### src/rtl/isa_pkg.sv
// -----------------------------------------------------------------------------
// isa_pkg
// Shared ISA definitions for the decode stage: instruction field bit
// positions, opcode and R-type alu_op encodings, one-hot class bit indices,
// and the decoded-field record carried through the stage.
// -----------------------------------------------------------------------------
package isa_pkg;

    localparam int INSTR_W   = 32;
    localparam int FIELD_W   = 5;
    localparam int TARGET_W  = 27;
    localparam int IMM_SRC_W = 17;
    localparam int NUM_CLS   = 18;

    // Field bit positions within the raw instruction word.
    localparam int OPCODE_MSB = 31;
    localparam int OPCODE_LSB = 27;
    localparam int RD_MSB     = 26;
    localparam int RD_LSB     = 22;
    localparam int RS_MSB     = 21;
    localparam int RS_LSB     = 17;
    localparam int RT_MSB     = 16;
    localparam int RT_LSB     = 12;
    localparam int SHAMT_MSB  = 11;
    localparam int SHAMT_LSB  = 7;
    localparam int ALU_MSB    = 6;
    localparam int ALU_LSB    = 2;
    localparam int TARGET_MSB = 26;
    localparam int TARGET_LSB = 0;
    localparam int IMM_MSB    = 16;
    localparam int IMM_LSB    = 0;

    // Opcode encodings.
    localparam logic [FIELD_W-1:0] OP_RTYPE = 5'b00000;
    localparam logic [FIELD_W-1:0] OP_J     = 5'b00001;
    localparam logic [FIELD_W-1:0] OP_BNE   = 5'b00010;
    localparam logic [FIELD_W-1:0] OP_JAL   = 5'b00011;
    localparam logic [FIELD_W-1:0] OP_JR    = 5'b00100;
    localparam logic [FIELD_W-1:0] OP_ADDI  = 5'b00101;
    localparam logic [FIELD_W-1:0] OP_BLT   = 5'b00110;
    localparam logic [FIELD_W-1:0] OP_SW    = 5'b00111;
    localparam logic [FIELD_W-1:0] OP_LW    = 5'b01000;
    localparam logic [FIELD_W-1:0] OP_SETX  = 5'b10101;
    localparam logic [FIELD_W-1:0] OP_BEX   = 5'b10110;

    // R-type alu_op encodings.
    localparam logic [FIELD_W-1:0] ALU_ADD = 5'b00000;
    localparam logic [FIELD_W-1:0] ALU_SUB = 5'b00001;
    localparam logic [FIELD_W-1:0] ALU_AND = 5'b00010;
    localparam logic [FIELD_W-1:0] ALU_OR  = 5'b00011;
    localparam logic [FIELD_W-1:0] ALU_SLL = 5'b00100;
    localparam logic [FIELD_W-1:0] ALU_SRA = 5'b00101;
    localparam logic [FIELD_W-1:0] ALU_MUL = 5'b00110;
    localparam logic [FIELD_W-1:0] ALU_DIV = 5'b00111;

    // Bit indices of the one-hot class vector.
    localparam int CLS_ADD  = 0;
    localparam int CLS_ADDI = 1;
    localparam int CLS_SUB  = 2;
    localparam int CLS_AND  = 3;
    localparam int CLS_OR   = 4;
    localparam int CLS_SLL  = 5;
    localparam int CLS_SRA  = 6;
    localparam int CLS_MUL  = 7;
    localparam int CLS_DIV  = 8;
    localparam int CLS_SW   = 9;
    localparam int CLS_LW   = 10;
    localparam int CLS_J    = 11;
    localparam int CLS_BNE  = 12;
    localparam int CLS_BLT  = 13;
    localparam int CLS_JAL  = 14;
    localparam int CLS_JR   = 15;
    localparam int CLS_BEX  = 16;
    localparam int CLS_SETX = 17;

    // Decoded fields held per buffer entry (immediate and tag kept alongside).
    typedef struct packed {
        logic [FIELD_W-1:0]  opcode;
        logic [FIELD_W-1:0]  rd;
        logic [FIELD_W-1:0]  rs;
        logic [FIELD_W-1:0]  rt;
        logic [FIELD_W-1:0]  shamt;
        logic [FIELD_W-1:0]  alu_op;
        logic [TARGET_W-1:0] target;
        logic [NUM_CLS-1:0]  cls;
        logic                illegal;
    } fields_t;

endpackage

### src/rtl/decode_stage_if.sv
// -----------------------------------------------------------------------------
// decode_stage_if
// Handshake bundle of the decode stage: upstream instruction channel, flush,
// and the downstream decoded-record channel.
//   master : upstream/downstream environment (drives in_*, flush, out_ready)
//   slave  : the decode stage itself
// -----------------------------------------------------------------------------
interface decode_stage_if #(
    parameter int DATA_W = 32,
    parameter int SEQ_W  = 8
);
    import isa_pkg::*;

    logic                     flush;
    logic                     in_valid;
    logic [INSTR_W-1:0]       in_instr;
    logic                     in_ready;
    logic                     out_valid;
    logic                     out_ready;
    logic [FIELD_W-1:0]       out_opcode;
    logic [FIELD_W-1:0]       out_rd;
    logic [FIELD_W-1:0]       out_rs;
    logic [FIELD_W-1:0]       out_rt;
    logic [FIELD_W-1:0]       out_shamt;
    logic [FIELD_W-1:0]       out_alu_op;
    logic [TARGET_W-1:0]      out_target;
    logic [DATA_W-1:0]        out_imm;
    logic [NUM_CLS-1:0]       out_cls;
    logic                     out_illegal;
    logic [SEQ_W-1:0]         out_seq;

    modport master (
        output flush, in_valid, in_instr, out_ready,
        input  in_ready, out_valid, out_opcode, out_rd, out_rs, out_rt,
               out_shamt, out_alu_op, out_target, out_imm, out_cls,
               out_illegal, out_seq
    );

    modport slave (
        input  flush, in_valid, in_instr, out_ready,
        output in_ready, out_valid, out_opcode, out_rd, out_rs, out_rt,
               out_shamt, out_alu_op, out_target, out_imm, out_cls,
               out_illegal, out_seq
    );

endinterface

### src/rtl/instr_field_decode.sv
// -----------------------------------------------------------------------------
// instr_field_decode
// Purely combinational field slicing and class decode of one instruction.
//   instr   : raw 32-bit instruction
//   fields  : sliced fields, one-hot class vector and illegal flag
//   imm_src : raw 17-bit immediate, left to the caller to extend
// -----------------------------------------------------------------------------
module instr_field_decode
    import isa_pkg::*;
(
    input  logic [INSTR_W-1:0]   instr,
    output fields_t              fields,
    output logic [IMM_SRC_W-1:0] imm_src
);

    logic [FIELD_W-1:0] opcode;
    logic [FIELD_W-1:0] alu_op;
    logic [NUM_CLS-1:0] cls;

    assign opcode  = instr[OPCODE_MSB:OPCODE_LSB];
    assign alu_op  = instr[ALU_MSB:ALU_LSB];
    assign imm_src = instr[IMM_MSB:IMM_LSB];

    // NOTE: cls gets a default before the case so every path assigns it;
    // without that an unmatched opcode would infer a latch.
    always_comb begin
        cls = '0;
        case (opcode)
            OP_RTYPE: begin
                case (alu_op)
                    ALU_ADD: cls[CLS_ADD] = 1'b1;
                    ALU_SUB: cls[CLS_SUB] = 1'b1;
                    ALU_AND: cls[CLS_AND] = 1'b1;
                    ALU_OR:  cls[CLS_OR]  = 1'b1;
                    ALU_SLL: cls[CLS_SLL] = 1'b1;
                    ALU_SRA: cls[CLS_SRA] = 1'b1;
                    ALU_MUL: cls[CLS_MUL] = 1'b1;
                    ALU_DIV: cls[CLS_DIV] = 1'b1;
                    default: cls = '0;
                endcase
            end
            OP_J:    cls[CLS_J]    = 1'b1;
            OP_BNE:  cls[CLS_BNE]  = 1'b1;
            OP_JAL:  cls[CLS_JAL]  = 1'b1;
            OP_JR:   cls[CLS_JR]   = 1'b1;
            OP_ADDI: cls[CLS_ADDI] = 1'b1;
            OP_BLT:  cls[CLS_BLT]  = 1'b1;
            OP_SW:   cls[CLS_SW]   = 1'b1;
            OP_LW:   cls[CLS_LW]   = 1'b1;
            OP_SETX: cls[CLS_SETX] = 1'b1;
            OP_BEX:  cls[CLS_BEX]  = 1'b1;
            default: cls = '0;
        endcase
    end

    // An empty class vector is exactly the illegal-encoding case.
    always_comb begin
        fields         = '0;
        fields.opcode  = opcode;
        fields.rd      = instr[RD_MSB:RD_LSB];
        fields.rs      = instr[RS_MSB:RS_LSB];
        fields.rt      = instr[RT_MSB:RT_LSB];
        fields.shamt   = instr[SHAMT_MSB:SHAMT_LSB];
        fields.alu_op  = alu_op;
        fields.target  = instr[TARGET_MSB:TARGET_LSB];
        fields.cls     = cls;
        fields.illegal = (cls == '0);
    end

endmodule

### src/rtl/decode_stage.sv
// -----------------------------------------------------------------------------
// decode_stage
// Instruction decode stage with a 2-entry skid buffer. Instructions are
// decoded as they are accepted and the oldest held record is presented
// directly from registers. Each accepted instruction is tagged with a
// wrapping sequence number.
//   clock   : rising-edge clock
//   reset_n : asynchronous active-low reset
//   bus     : decode_stage_if.slave (in_* / flush / out_* handshake)
// Parameters: DATA_W (immediate width, >= 17), SEQ_W (tag width),
//             SIGN_IMM (1 = sign-extend, 0 = zero-extend imm[16:0]).
// -----------------------------------------------------------------------------
module decode_stage
    import isa_pkg::*;
#(
    parameter int DATA_W   = 32,
    parameter int SEQ_W    = 8,
    parameter bit SIGN_IMM = 1'b1
) (
    input  logic          clock,
    input  logic          reset_n,
    decode_stage_if.slave bus
);

    fields_t              new_fields;
    logic [IMM_SRC_W-1:0] imm_src;
    logic [DATA_W-1:0]    new_imm;

    instr_field_decode u_decode (
        .instr   (bus.in_instr),
        .fields  (new_fields),
        .imm_src (imm_src)
    );

    always_comb begin
        if (SIGN_IMM) new_imm = DATA_W'($signed(imm_src));
        else          new_imm = DATA_W'(imm_src);
    end

    // Entry 0 is always the oldest record and is what out_* presents.
    fields_t           slot_fields [2];
    logic [DATA_W-1:0] slot_imm    [2];
    logic [SEQ_W-1:0]  slot_seq    [2];
    logic [1:0]        count;
    logic [1:0]        count_next;
    logic              in_ready_q;
    logic [SEQ_W-1:0]  seq_q;

    logic accept;
    logic drain;
    logic wr0;
    logic wr1;

    // Flush takes priority over both handshakes: nothing enters or leaves.
    assign accept = bus.in_valid && in_ready_q && !bus.flush;
    assign drain  = (count != 2'd0) && bus.out_ready && !bus.flush;

    // A new record lands in entry 0 when it will be the oldest after this
    // edge, otherwise behind the current head in entry 1.
    assign wr0 = accept && ((count == 2'd0) || ((count == 2'd1) && drain));
    assign wr1 = accept && !wr0;

    always_comb begin
        count_next = count;
        if (bus.flush) begin
            count_next = 2'd0;
        end else begin
            case ({accept, drain})
                2'b10:   count_next = count + 2'd1;
                2'b01:   count_next = count - 2'd1;
                default: count_next = count;
            endcase
        end
    end

    // NOTE: all state here uses non-blocking assignments so every register
    // samples pre-edge values; the entry shift depends on that ordering.
    // NOTE: the two buffer entries are reset because the presented record
    // must read as all-zero while reset is held.
    always_ff @(posedge clock or negedge reset_n) begin
        if (!reset_n) begin
            count      <= 2'd0;
            in_ready_q <= 1'b0;
            seq_q      <= '0;
            for (int i = 0; i < 2; i++) begin
                slot_fields[i] <= '0;
                slot_imm[i]    <= '0;
                slot_seq[i]    <= '0;
            end
        end else begin
            count      <= count_next;
            in_ready_q <= (count_next != 2'd2);
            if (accept) seq_q <= seq_q + 1'b1;

            if (wr0) begin
                slot_fields[0] <= new_fields;
                slot_imm[0]    <= new_imm;
                slot_seq[0]    <= seq_q;
            end else if (drain) begin
                slot_fields[0] <= slot_fields[1];
                slot_imm[0]    <= slot_imm[1];
                slot_seq[0]    <= slot_seq[1];
            end

            if (wr1) begin
                slot_fields[1] <= new_fields;
                slot_imm[1]    <= new_imm;
                slot_seq[1]    <= seq_q;
            end
        end
    end

    assign bus.in_ready    = in_ready_q;
    assign bus.out_valid   = (count != 2'd0);
    assign bus.out_opcode  = slot_fields[0].opcode;
    assign bus.out_rd      = slot_fields[0].rd;
    assign bus.out_rs      = slot_fields[0].rs;
    assign bus.out_rt      = slot_fields[0].rt;
    assign bus.out_shamt   = slot_fields[0].shamt;
    assign bus.out_alu_op  = slot_fields[0].alu_op;
    assign bus.out_target  = slot_fields[0].target;
    assign bus.out_cls     = slot_fields[0].cls;
    assign bus.out_illegal = slot_fields[0].illegal;
    assign bus.out_imm     = slot_imm[0];
    assign bus.out_seq     = slot_seq[0];

endmodule
### src/flat_wrapper.sv
// flat-port wrapper written by rule: the top's interface ports become plain ports
module decode_stage_flat import isa_pkg::*;
#(
    parameter int DATA_W   = 32,
    parameter int SEQ_W    = 8,
    parameter bit SIGN_IMM = 1'b1
)
  (clock, reset_n, bus_flush, bus_in_valid, bus_in_instr, bus_out_ready, bus_in_ready, bus_out_valid, bus_out_opcode, bus_out_rd, bus_out_rs, bus_out_rt, bus_out_shamt, bus_out_alu_op, bus_out_target, bus_out_imm, bus_out_cls, bus_out_illegal, bus_out_seq);
  decode_stage_if #(.DATA_W(DATA_W), .SEQ_W(SEQ_W)) bus_i ();
  input  logic clock;
  input  logic reset_n;
  input wire logic [$bits(bus_i.flush)-1:0] bus_flush;
  input wire logic [$bits(bus_i.in_valid)-1:0] bus_in_valid;
  input wire logic [$bits(bus_i.in_instr)-1:0] bus_in_instr;
  input wire logic [$bits(bus_i.out_ready)-1:0] bus_out_ready;
  output wire logic [$bits(bus_i.in_ready)-1:0] bus_in_ready;
  output wire logic [$bits(bus_i.out_valid)-1:0] bus_out_valid;
  output wire logic [$bits(bus_i.out_opcode)-1:0] bus_out_opcode;
  output wire logic [$bits(bus_i.out_rd)-1:0] bus_out_rd;
  output wire logic [$bits(bus_i.out_rs)-1:0] bus_out_rs;
  output wire logic [$bits(bus_i.out_rt)-1:0] bus_out_rt;
  output wire logic [$bits(bus_i.out_shamt)-1:0] bus_out_shamt;
  output wire logic [$bits(bus_i.out_alu_op)-1:0] bus_out_alu_op;
  output wire logic [$bits(bus_i.out_target)-1:0] bus_out_target;
  output wire logic [$bits(bus_i.out_imm)-1:0] bus_out_imm;
  output wire logic [$bits(bus_i.out_cls)-1:0] bus_out_cls;
  output wire logic [$bits(bus_i.out_illegal)-1:0] bus_out_illegal;
  output wire logic [$bits(bus_i.out_seq)-1:0] bus_out_seq;
  assign bus_i.flush = bus_flush;
  assign bus_i.in_valid = bus_in_valid;
  assign bus_i.in_instr = bus_in_instr;
  assign bus_i.out_ready = bus_out_ready;
  assign bus_in_ready = bus_i.in_ready;
  assign bus_out_valid = bus_i.out_valid;
  assign bus_out_opcode = bus_i.out_opcode;
  assign bus_out_rd = bus_i.out_rd;
  assign bus_out_rs = bus_i.out_rs;
  assign bus_out_rt = bus_i.out_rt;
  assign bus_out_shamt = bus_i.out_shamt;
  assign bus_out_alu_op = bus_i.out_alu_op;
  assign bus_out_target = bus_i.out_target;
  assign bus_out_imm = bus_i.out_imm;
  assign bus_out_cls = bus_i.out_cls;
  assign bus_out_illegal = bus_i.out_illegal;
  assign bus_out_seq = bus_i.out_seq;
  decode_stage #(.DATA_W(DATA_W), .SEQ_W(SEQ_W), .SIGN_IMM(SIGN_IMM)) u_core (.clock(clock), .reset_n(reset_n), .bus(bus_i));
endmodule
### config.mk
export PLATFORM = sky130hd
export DESIGN_NAME = decode_stage_flat
export DESIGN_NICKNAME = d
export VERILOG_FILES = /design/src/rtl/isa_pkg.sv /design/src/rtl/decode_stage_if.sv /design/src/rtl/instr_field_decode.sv /design/src/rtl/decode_stage.sv /design/src/flat_wrapper.sv
export SDC_FILE = /design/constraint.sdc
export NUM_CORES = 1
export LEC_CHECK = 0
export CORE_MARGIN = 5
export CORE_UTILIZATION = 55
export DETAILED_ROUTE_END_ITERATION = 8
export DONT_BUFFER_PORTS = 1
export GPL_TIMING_DRIVEN = 1
export PLACE_DENSITY = 0.7
export SLEW_MARGIN = 15
export SYNTH_ARGS = -nofsm -noshare
export SYNTH_HDL_FRONTEND = slang
export SYNTH_SLANG_ARGS = --single-unit
### constraint.sdc
create_clock -name clock -period 2.4 [get_ports clock]
set_input_delay 0.24 -clock clock [delete_from_list [all_inputs] [get_ports clock]]
set_output_delay 0.24 -clock clock [all_outputs]
set_load 0.1 [all_outputs]
==> metrics.json, run 1 <==
{
  "clock_network": {
    "clk_transition_reported_paths_ns": 0.06,
    "cts.hold.buffers_added": 33,
    "cts_tree": "done",
    "clkSinkCount": 129,
    "insertion_delay_ns": 0.41,
    "tritoncts.num_buffers": 17,
    "cts_root_cell": "clkbuf_16",
    "htree_levels": 4,
    "cts_buffer_depth": 2,
    "post_cts_sizing_count": 0
  },
  "sta": {
    "timing_worst_slew_pin_value_ns": 1.02,
    "final.setup_skew_ns": 0.00538,
    "setup_tns_ns": 0,
    "fmaxAchievable_ghz": 0.474,
    "final_max_slew_viol_count": 0,
    "min_period_ns": 2.11,
    "timing.final.setup_violations": 0,
    "timing.final.crit_share_pct": 87.9,
    "grt_setup_unrepaired": "false",
    "timing.slew.headroom_pct": 32.0,
    "hold-worst-slack_ns": -0.477,
    "final-hold-violation-count": 129
  },
  "setup_path": {
    "critical_path.endpoint_type": "flop",
    "cp_slowest_stage_delay_ns": 0.49,
    "critPathRequiredTime_ns": 2.73,
    "critical-path-slowest-cell": "buf_4",
    "worst_setup_path_start_kind": "flop",
    "worst-setup-path-type": "reg -> reg",
    "timing.critical_path.arrival_ns": 2.44,
    "critical_path_cell_by_cell": "nand3b_4, inv_2, buf_4, nand2_4, mux2i_1",
    "worstPathMaxFanout": 46
  },
  "global_route": {
    "first_global_vias": 4594,
    "grt_antenna_before_repair": 0,
    "globalRoute.totalOverflow": 0,
    "groute.usage.overall_pct": 21.0,
    "pin_count_of_the_biggest_net_entering_global_routing": 130,
    "global_route_wire_length_before_repair_um": 24300
  },
  "run_status": {
    "violations": "hold timing",
    "run_status": "finished with violations"
  },
  "floorplan": {
    "core_region_area_sq_um": 12200,
    "floorplan.die_area_sq_um": 14900,
    "die_width_um": 122,
    "die_y_um": 122,
    "row_count": 40,
    "start_util_pct": 56.7,
    "io-pin-count": 155
  },
  "synthesis": {
    "synth-edff-count": 0,
    "synthDominantAreaCellType": "dfrtp_1",
    "post_synthesis_net_count": 644,
    "synthesis.instances": 602,
    "yosys_warnings": 0,
    "synth_flop_cell": "dfrtp_1",
    "most_area_consuming_cells_after_synthesis": "dfrtp_1 47%, buf_4 13%, mux2i_1 11%, mux2_4 8.7%, o21ai_1 3.6%",
    "fraction_of_post_synthesis_cell_area_in_the_top_cell_type_by_area_pct": 46.8,
    "post-synth-top-count-cell": "dfrtp_1",
    "async_reset_ff_share_pct": 100,
    "sequential_area_share_after_synthesis_pct": 46.8,
    "synth_seq_cells": 129,
    "post_synth_instance_area_sq_um": 6890,
    "synth.lib_cells_used.distinct": 45,
    "mean_area_per_synthesized_cell_sq_um": 11.4,
    "synthTopCellsByCount": "129 x dfrtp_1, 119 x buf_4, 78 x mux2i_1"
  },
  "layout": {
    "flow.area_growth_from_synthesis_pct": 11.6,
    "design.final.nets": 615,
    "final.fill_count": 917,
    "antennaDiodeCount": 0,
    "final_layout_size_suffix_gt1_share_pct": 30.5
  },
  "routing": {
    "postRouteWirelength_um": 14800,
    "dr_total_vias": 4199,
    "detail_route.drc_violations": 0,
    "initialDrtViolationCount": 334,
    "detail_route.first_pass.iterations": 5,
    "route.detailed.wl_per_inst_um": 19.6,
    "ant_nets": 0,
    "via_density": 5.57
  },
  "placed_design": {
    "post-dp-hpwl_um": 9070,
    "port_buffers": 0,
    "gp_congestion": 0.765
  },
  "power": {
    "peakVddDrop_uv": 827,
    "leakage_nw": 3.48,
    "power-per-cell-area_nw_per_um2": 1490
  },
  "flow_run": {
    "maxCapViolations": 0
  },
  "min_path": {
    "hold_class": "in -> async"
  }
}
-- critical path, delay by kind of cell (launching register included) --
kind	cells	cell delay (ns)
buf+inv	2	0.68
flops	1	0.40
mux	1	0.26
simple gates	2	0.65
-- area by class of cell --
cell class | instances | area [sq um] | area share (%)
repair buffers | 104 | 1040 | 13.5
inverters | 6 | 22.5 | 0.293
flip-flops and latches | 129 | 3260 | 42.5
well taps | 168 | 210 | 2.73
multi-input cells | 315 | 2540 | 33.0
clock buffers | 22 | 454 | 5.91
clock inverters | 10 | 159 | 2.07
-- registers in the layout (all words and copies together), names as in the netlist --
signal                  flops
u_core.slot_fields         51
u_core.bus.out_target      23
u_core.bus.out_cls         18
u_core.bus.out_seq          8
u_core.seq_q                8
u_core.slot_seq             8
u_core.bus.out_opcode       5
u_core.bus.out_rd           4
u_core.count                2
u_core.bus.in_ready         1
u_core.bus.out_illegal      1
-- stage by stage --
step / std cells / util [%] / power, mW / setup slack (ns) / area [sq um]
3_5_place_dp: 689 / 55.5 / 8.78 / 0.311 / 6750
6_report: 754 / 63.2 / 11.5 / 0.291 / 7690
5_1_grt: 754 / 63.2 / 11.9 / 0.126 / 7690
2_1_floorplan: 602 / - / 8.64 / 0.0740 / 6890
3_3_place_gp: 689 / 55.5 / 8.69 / 0.384 / 6750
4_1_cts: 754 / 63.2 / 11.5 / 0.299 / 7690
-- cell families (layout without fill, tap and decap cells) --
logic type | Yosys count | count (layout) | share of synthesized area [%]
buf+inv | 158 | 142 | 16.5
flops | 129 | 129 | 46.8
mux | 118 | 118 | 20.0
simple gates | 98 | 98 | 8.03
compound gates | 87 | 87 | 6.76
xor+xnor | 7 | 7 | 0.890
fa+ha+maj | 5 | 5 | 0.908
-- path summary, 6_finish.rpt --
kind / start / to / slack, ns / depth (start not counted)
setup / recovery: u_core.bus.in_ready / u_core.bus.out_cls[13] / 0.29 / 5
hold / removal: reset_n / u_core.slot_seq[2] / -0.48 / 0
setup reg to reg: u_core.bus.in_ready / u_core.bus.out_cls[13] / 0.29 / 5
hold reg to reg: u_core.seq_q[7] / u_core.seq_q[7] / 0.51 / 1
max in group asynchronous: reset_n / u_core.bus.out_target[16] / 2.62 / 0
min in group clock: bus_in_instr[31] / u_core.bus.out_cls[17] / 0.02 / 2
-- per-layer routing --
layer  share of wire (%)  wire [um]  track usage [%]  vias to the layer above
met5                   0          0                0                        -
met4                 1.4        208             7.56                        0
met3                 6.4        939             6.50                       17
met2                  50       7400             34.9                      130
met1                  42       6210             25.9                     2125
li1                    -          -                -                     1927
-- power breakdown --
part | internal [mW] | leakage [nW] | switching, mW | total, mW
Combinational | 1.14 | 1.55 | 4.18 | 5.33
Sequential | 2.78 | 1.63 | 0.687 | 3.47
Clock | 1.76 | 0.294 | 0.917 | 2.68
-- cell usage in the layout (no fill, tap or decap), types with 3 or more instances in the layout --
cell type	instances
nand2_1	11
ha_1	5
nand4_1	8
mux2_4	40
buf_12	11
dfrtp_2	26
buf_4	58
bufinv_16	4
o21ai_0	28
clkbuf_16	17
clkbuf_1	4
nand3_1	48
clkinv_2	3
xor2_1	3
nor2_1	8
xnor2_1	4
nor3_1	3
o21ai_1	49
mux2i_1	78
dlygate4sd3_1	33
inv_1	5
dfrtp_1	102
-- what timing repair did --
action	4_1_cts	5_1_grt
endpoints found under the setup margin	0	0
endpoints found under the hold margin	205	129
setup buffers	0	0
No activity file was read; power rests on OpenSTA's default activity.
==> run 2, diff against run 1 <==
--- a/config.mk
+++ b/config.mk
@@ -11,7 +11,7 @@
 export DONT_BUFFER_PORTS = 1
 export GPL_TIMING_DRIVEN = 1
 export PLACE_DENSITY = 0.7
-export SLEW_MARGIN = 15
+export SLEW_MARGIN = 20
 export SYNTH_ARGS = -nofsm -noshare
 export SYNTH_HDL_FRONTEND = slang
 export SYNTH_SLANG_ARGS = --single-unit
==> results of run 2 <==
Final layout, timing and power as in run 1 (identical DEF).
==> run 3, diff against run 2 <==
--- a/config.mk
+++ b/config.mk
@@ -5,6 +5,7 @@
 export SDC_FILE = /design/constraint.sdc
 export NUM_CORES = 1
 export LEC_CHECK = 0
+export ABC_AREA = 1
 export CORE_MARGIN = 5
 export CORE_UTILIZATION = 55
 export DETAILED_ROUTE_END_ITERATION = 8
==> metrics.json, run 3 <==
{
  "clock_network": {
    "clk_transition_reported_paths": {"value": 0.05, "unit": "ns", "change": "about the same"},
    "post_cts_sizing_count": {"value": 0, "change": "unchanged"},
    "cts_root_cell": "clkbuf_16",
    "cts.hold.buffers_added": {"value": 17, "change": "-48%"},
    "cts_buffer_depth": {"value": 2, "change": "unchanged"},
    "cts_tree": "done",
    "htree_levels": {"value": 4, "change": "unchanged"},
    "post_cts_setup_buffer_count": {"value": 0, "change": "unchanged"},
    "tritoncts.num_buffers": {"value": 17, "change": "unchanged"},
    "insertion_delay": {"value": 0.42, "unit": "ns", "change": "about the same"},
    "clkSinkCount": {"value": 129, "change": "unchanged"}
  },
  "setup_path": {
    "rr_endpoint": "u_core.bus.out_target[13]",
    "reg2reg_slack": {"value": 0.39, "unit": "ns", "change": "+0.10 ns"},
    "timing.rr.start": "u_core.count[0]",
    "critPathRequiredTime": {"value": 2.73, "unit": "ns", "change": "about the same"},
    "worstPathMaxFanout": {"value": 52, "change": "+13%"},
    "worst_r2r_path_depth": {"value": 8, "change": "+3"},
    "worst-setup-path-type": "reg -> reg",
    "worst_setup_path_start_kind": "flop",
    "timing.critical_path.arrival": {"value": 2.34, "unit": "ns", "change": "-0.10 ns"},
    "critical_path.endpoint_type": "flop"
  },
  "power": {
    "power_switching_share": {"value": 53.6, "unit": "%", "change": "+3.2 points"},
    "peakVddDrop": {"value": 707, "unit": "uV", "change": "-15%"},
    "power-per-cell-area": {"value": 1580, "unit": "nW/um^2", "change": "+5.9%"},
    "leakage": {"value": 3.42, "unit": "nW", "change": "-1.5%"},
    "share_comb_of_total_power": {"value": 47.6, "unit": "%", "change": "+1.2 points"},
    "power.switching": {"value": 6.19, "unit": "mW", "change": "+6.9%"},
    "clock_power_share": {"value": 20.9, "unit": "%", "change": "-2.4 points"},
    "intPower": {"value": 5.35, "unit": "mW", "change": "-5.9%"},
    "power_frac_seq": {"value": 31.5, "unit": "%", "change": "+1.3 points"}
  },
  "routing": {
    "postRouteWirelength": {"value": 14400, "unit": "um", "change": "-2.4%"},
    "detail_route.first_pass.iterations": {"value": 5, "change": "unchanged"},
    "detail_route.drc_violations": {"value": 0, "change": "unchanged"},
    "via_density": {"value": 5.51, "change": "-1.0%"},
    "dr_total_vias": {"value": 4697, "change": "+12%"},
    "initialDrtViolationCount": {"value": 402, "change": "+20%"},
    "route.detailed.wl_per_inst": {"value": 16.9, "unit": "um", "change": "-14%"},
    "ant_nets": {"value": 0, "change": "unchanged"}
  },
  "layout": {
    "final_cells": {"value": 852, "change": "+13%"},
    "final_cell_mix": "150 x nand2_1, 102 x dfrtp_1, 65 x nand3_1",
    "antennaDiodeCount": {"value": 0, "change": "unchanged"},
    "final_layout_size_suffix_gt1_share": {"value": 24.5, "unit": "%", "change": "-6.0 points"},
    "design.final.nets": {"value": 735, "change": "+20%"},
    "layout.cells.most_common": "nand2_1",
    "final-seq-area": {"value": 3260, "unit": "sq um", "change": "unchanged"},
    "final.fill_count": {"value": 1010, "change": "+10%"},
    "multi_input_area": {"value": 2170, "unit": "sq um", "change": "-14%"},
    "flow.area_growth_from_synthesis_pct": 8.13,
    "largest_register_ffs": {"value": 51, "change": "unchanged"},
    "registers.top_by_ff_count": "u_core.slot_fields"
  },
  "floorplan": {
    "die_y": {"value": 121, "unit": "um", "change": "-0.92%"},
    "die_width": {"value": 121, "unit": "um", "change": "-0.92%"},
    "start_util": {"value": 56.2, "unit": "%", "change": "-0.44 points"},
    "floorplan.die_area": {"value": 14600, "unit": "sq um", "change": "-1.8%"},
    "io-pin-count": {"value": 155, "change": "unchanged"},
    "core_region_area": {"value": 12000, "unit": "sq um", "change": "-1.2%"},
    "row_count": {"value": 40, "change": "unchanged"}
  },
  "sta": {
    "timing.final.crit_share": {"value": 83.7, "unit": "%", "change": "-4.2 points"},
    "fmaxAchievable": {"value": 0.498, "unit": "GHz", "change": "+5.0%"},
    "final-hold-violation-count": {"value": 129, "change": "unchanged"},
    "final_max_slew_viol_count": {"value": 0, "change": "unchanged"},
    "grt_setup_unrepaired": "false",
    "final.setup_skew": {"value": 0.00825, "unit": "ns", "change": "+0.00287 ns"},
    "timing.final.setup_violations": {"value": 0, "change": "unchanged"},
    "setup_tns": {"value": 0, "unit": "ns", "change": "unchanged"},
    "timing.slew.headroom": {"value": 45.9, "unit": "%", "change": "+14 points"},
    "timing_worst_slew_pin_value": {"value": 0.818, "unit": "ns", "change": "-0.199 ns"},
    "min_period": {"value": 2.01, "unit": "ns", "change": "-0.100 ns"},
    "hold-worst-slack": {"value": -0.476, "unit": "ns", "change": "+0.000817 ns"}
  },
  "global_route": {
    "globalRoute.totalOverflow": {"value": 0, "change": "unchanged"},
    "groute.usage.overall": {"value": 20.8, "unit": "%", "change": "-0.17 points"},
    "pin_count_of_the_biggest_net_entering_global_routing": {"value": 130, "change": "unchanged"},
    "first_global_vias": {"value": 4785, "change": "+4.2%"},
    "global_route_wire_length_before_repair": {"value": 24000, "unit": "um", "change": "-1.1%"},
    "grt_antenna_before_repair": {"value": 0, "change": "unchanged"}
  },
  "synthesis": {
    "synth-edff-count": {"value": 0, "change": "unchanged"},
    "post_synthesis_net_count": {"value": 781, "change": "+21%"},
    "most_area_consuming_cells_after_synthesis": "dfrtp_1 48%, buf_4 14%, nand2_1 8.3%, nand3_1 4.8%, o21ai_1 3.7%",
    "synth_flop_cell": "dfrtp_1",
    "synthDominantAreaCellType": "dfrtp_1",
    "synth.lib_cells_used.distinct": {"value": 32, "change": "-29%"},
    "sequential_area_share_after_synthesis": {"value": 47.8, "unit": "%", "change": "+0.95 points"},
    "synthesis.instances": {"value": 739, "change": "+23%"},
    "fraction_of_post_synthesis_cell_area_in_the_top_cell_type_by_area": {"value": 47.8, "unit": "%", "change": "+0.95 points"},
    "post-synth-top-count-cell": "nand2_1",
    "post_synth_instance_area": {"value": 6750, "unit": "sq um", "change": "-2.0%"},
    "synthTopCellsByCount": "150 x nand2_1, 129 x dfrtp_1, 122 x buf_4",
    "mean_area_per_synthesized_cell": {"value": 9.14, "unit": "sq um", "change": "-20%"},
    "async_reset_ff_share": {"value": 100, "unit": "%", "change": "unchanged"},
    "yosys_warnings": {"value": 0, "change": "unchanged"},
    "synth_seq_cells": {"value": 129, "change": "unchanged"}
  },
  "placed_design": {
    "gp_congestion": {"value": 0.851, "change": "+11%"},
    "port_buffers": {"value": 0, "change": "unchanged"},
    "dp.cells": {"value": 804, "change": "+17%"},
    "post-dp-hpwl": {"value": 9460, "unit": "um", "change": "+4.3%"}
  },
  "run_status": {
    "run_status": "finished with violations",
    "violations": "hold timing"
  },
  "flow_run": {
    "maxCapViolations": {"value": 0, "change": "unchanged"}
  },
  "min_path": {
    "hold_class": "in -> async"
  }
}
[run 3: changes by cell type in the layout (fill, tap and decap cells not counted), sizes merged, moves of 6 or more]
cell         delta
nand4           -7
dlygate4sd3    -16
mux2           -40
mux2i          -78
nand2         +140
o21ai          -15
nand3          +25
nor2           +19
inv            +54
o211ai         +51
o311ai          +6
[run 3: cells by family (layout without fill, tap and decap cells)]
kind of cell	after synthesis	count (layout)	synth area share, %
simple gates	263	263	17.6
compound gates	122	122	12.7
xor+xnor	7	7	0.908
buf+inv	213	179	20.1
fa+ha+maj	5	5	0.926
flops	129	129	47.8
[run 3: layout make-up]
class	count	share of cell area (%)
Clock inverter	6	0.788
Sequential cell	129	44.7
Clock buffer	25	6.79
Timing Repair Buffer	86	12.2
Tap cell	147	2.52
Inverter	62	3.29
Multi-Input combinational cell	397	29.7
[run 3: how the worst max path moves through the flow]
stage / startpoint / end / depth (start not counted)
finish: u_core.count[0] / u_core.bus.out_target[13] / 8
detailed placement: u_core.count[0] / u_core.bus.out_seq[4] / 8
CTS: u_core.count[0] / u_core.bus.out_seq[4] / 8
global placement: u_core.count[0] / u_core.bus.out_seq[1] / 8
floorplan: u_core.count[0] / u_core.bus.in_ready / 11
global route: u_core.count[0] / u_core.bus.out_target[10] / 8
[run 3: critical path: stages, from the launching register on]
cell and delay [ns]:
dfrtp_1 0.40, inv_1 0.06, ha_1 0.22, clkinvlp_4 0.10
nand3_2 0.18, inv_2 0.11, buf_4 0.53, nand3_1 0.19
o211ai_2 0.11
[run 3: routing by layer]
layer	global-route usage [%]	vias to the layer above	wire length, um	part of all wire [%]
met5	0	-	0	0
met4	8.07	0	201	1.4
met3	6.83	15	1010	7.0
met2	33.1	133	7080	49
met1	26.5	2317	6110	42
li1	-	2232	-	-
[run 3: power by group through the flow]
stage	logic [mW]	registers, mW	clock network, mW
2_1_floorplan	5.67	3.28	0
3_3_place_gp	5.41	3.63	0
3_5_place_dp	5.49	3.67	0
4_1_cts	5.52	3.64	2.46
5_1_grt	5.73	3.71	2.56
6_report	5.49	3.63	2.41
[run 3: through the flow]
| stage | utilization [%] | total power, mW | cell area (sq um) | setup slack, ns |
|---|---|---|---|---|
| finish | 60.8 | 11.5 | 7300 | 0.391 |
| global route | 60.8 | 12.0 | 7300 | 0.242 |
| floorplan | - | 8.95 | 6760 | 0.0143 |
| global placement | 54.8 | 9.04 | 6580 | 0.529 |
| detailed placement | 54.8 | 9.15 | 6580 | 0.421 |
| CTS | 60.8 | 11.6 | 7300 | 0.400 |
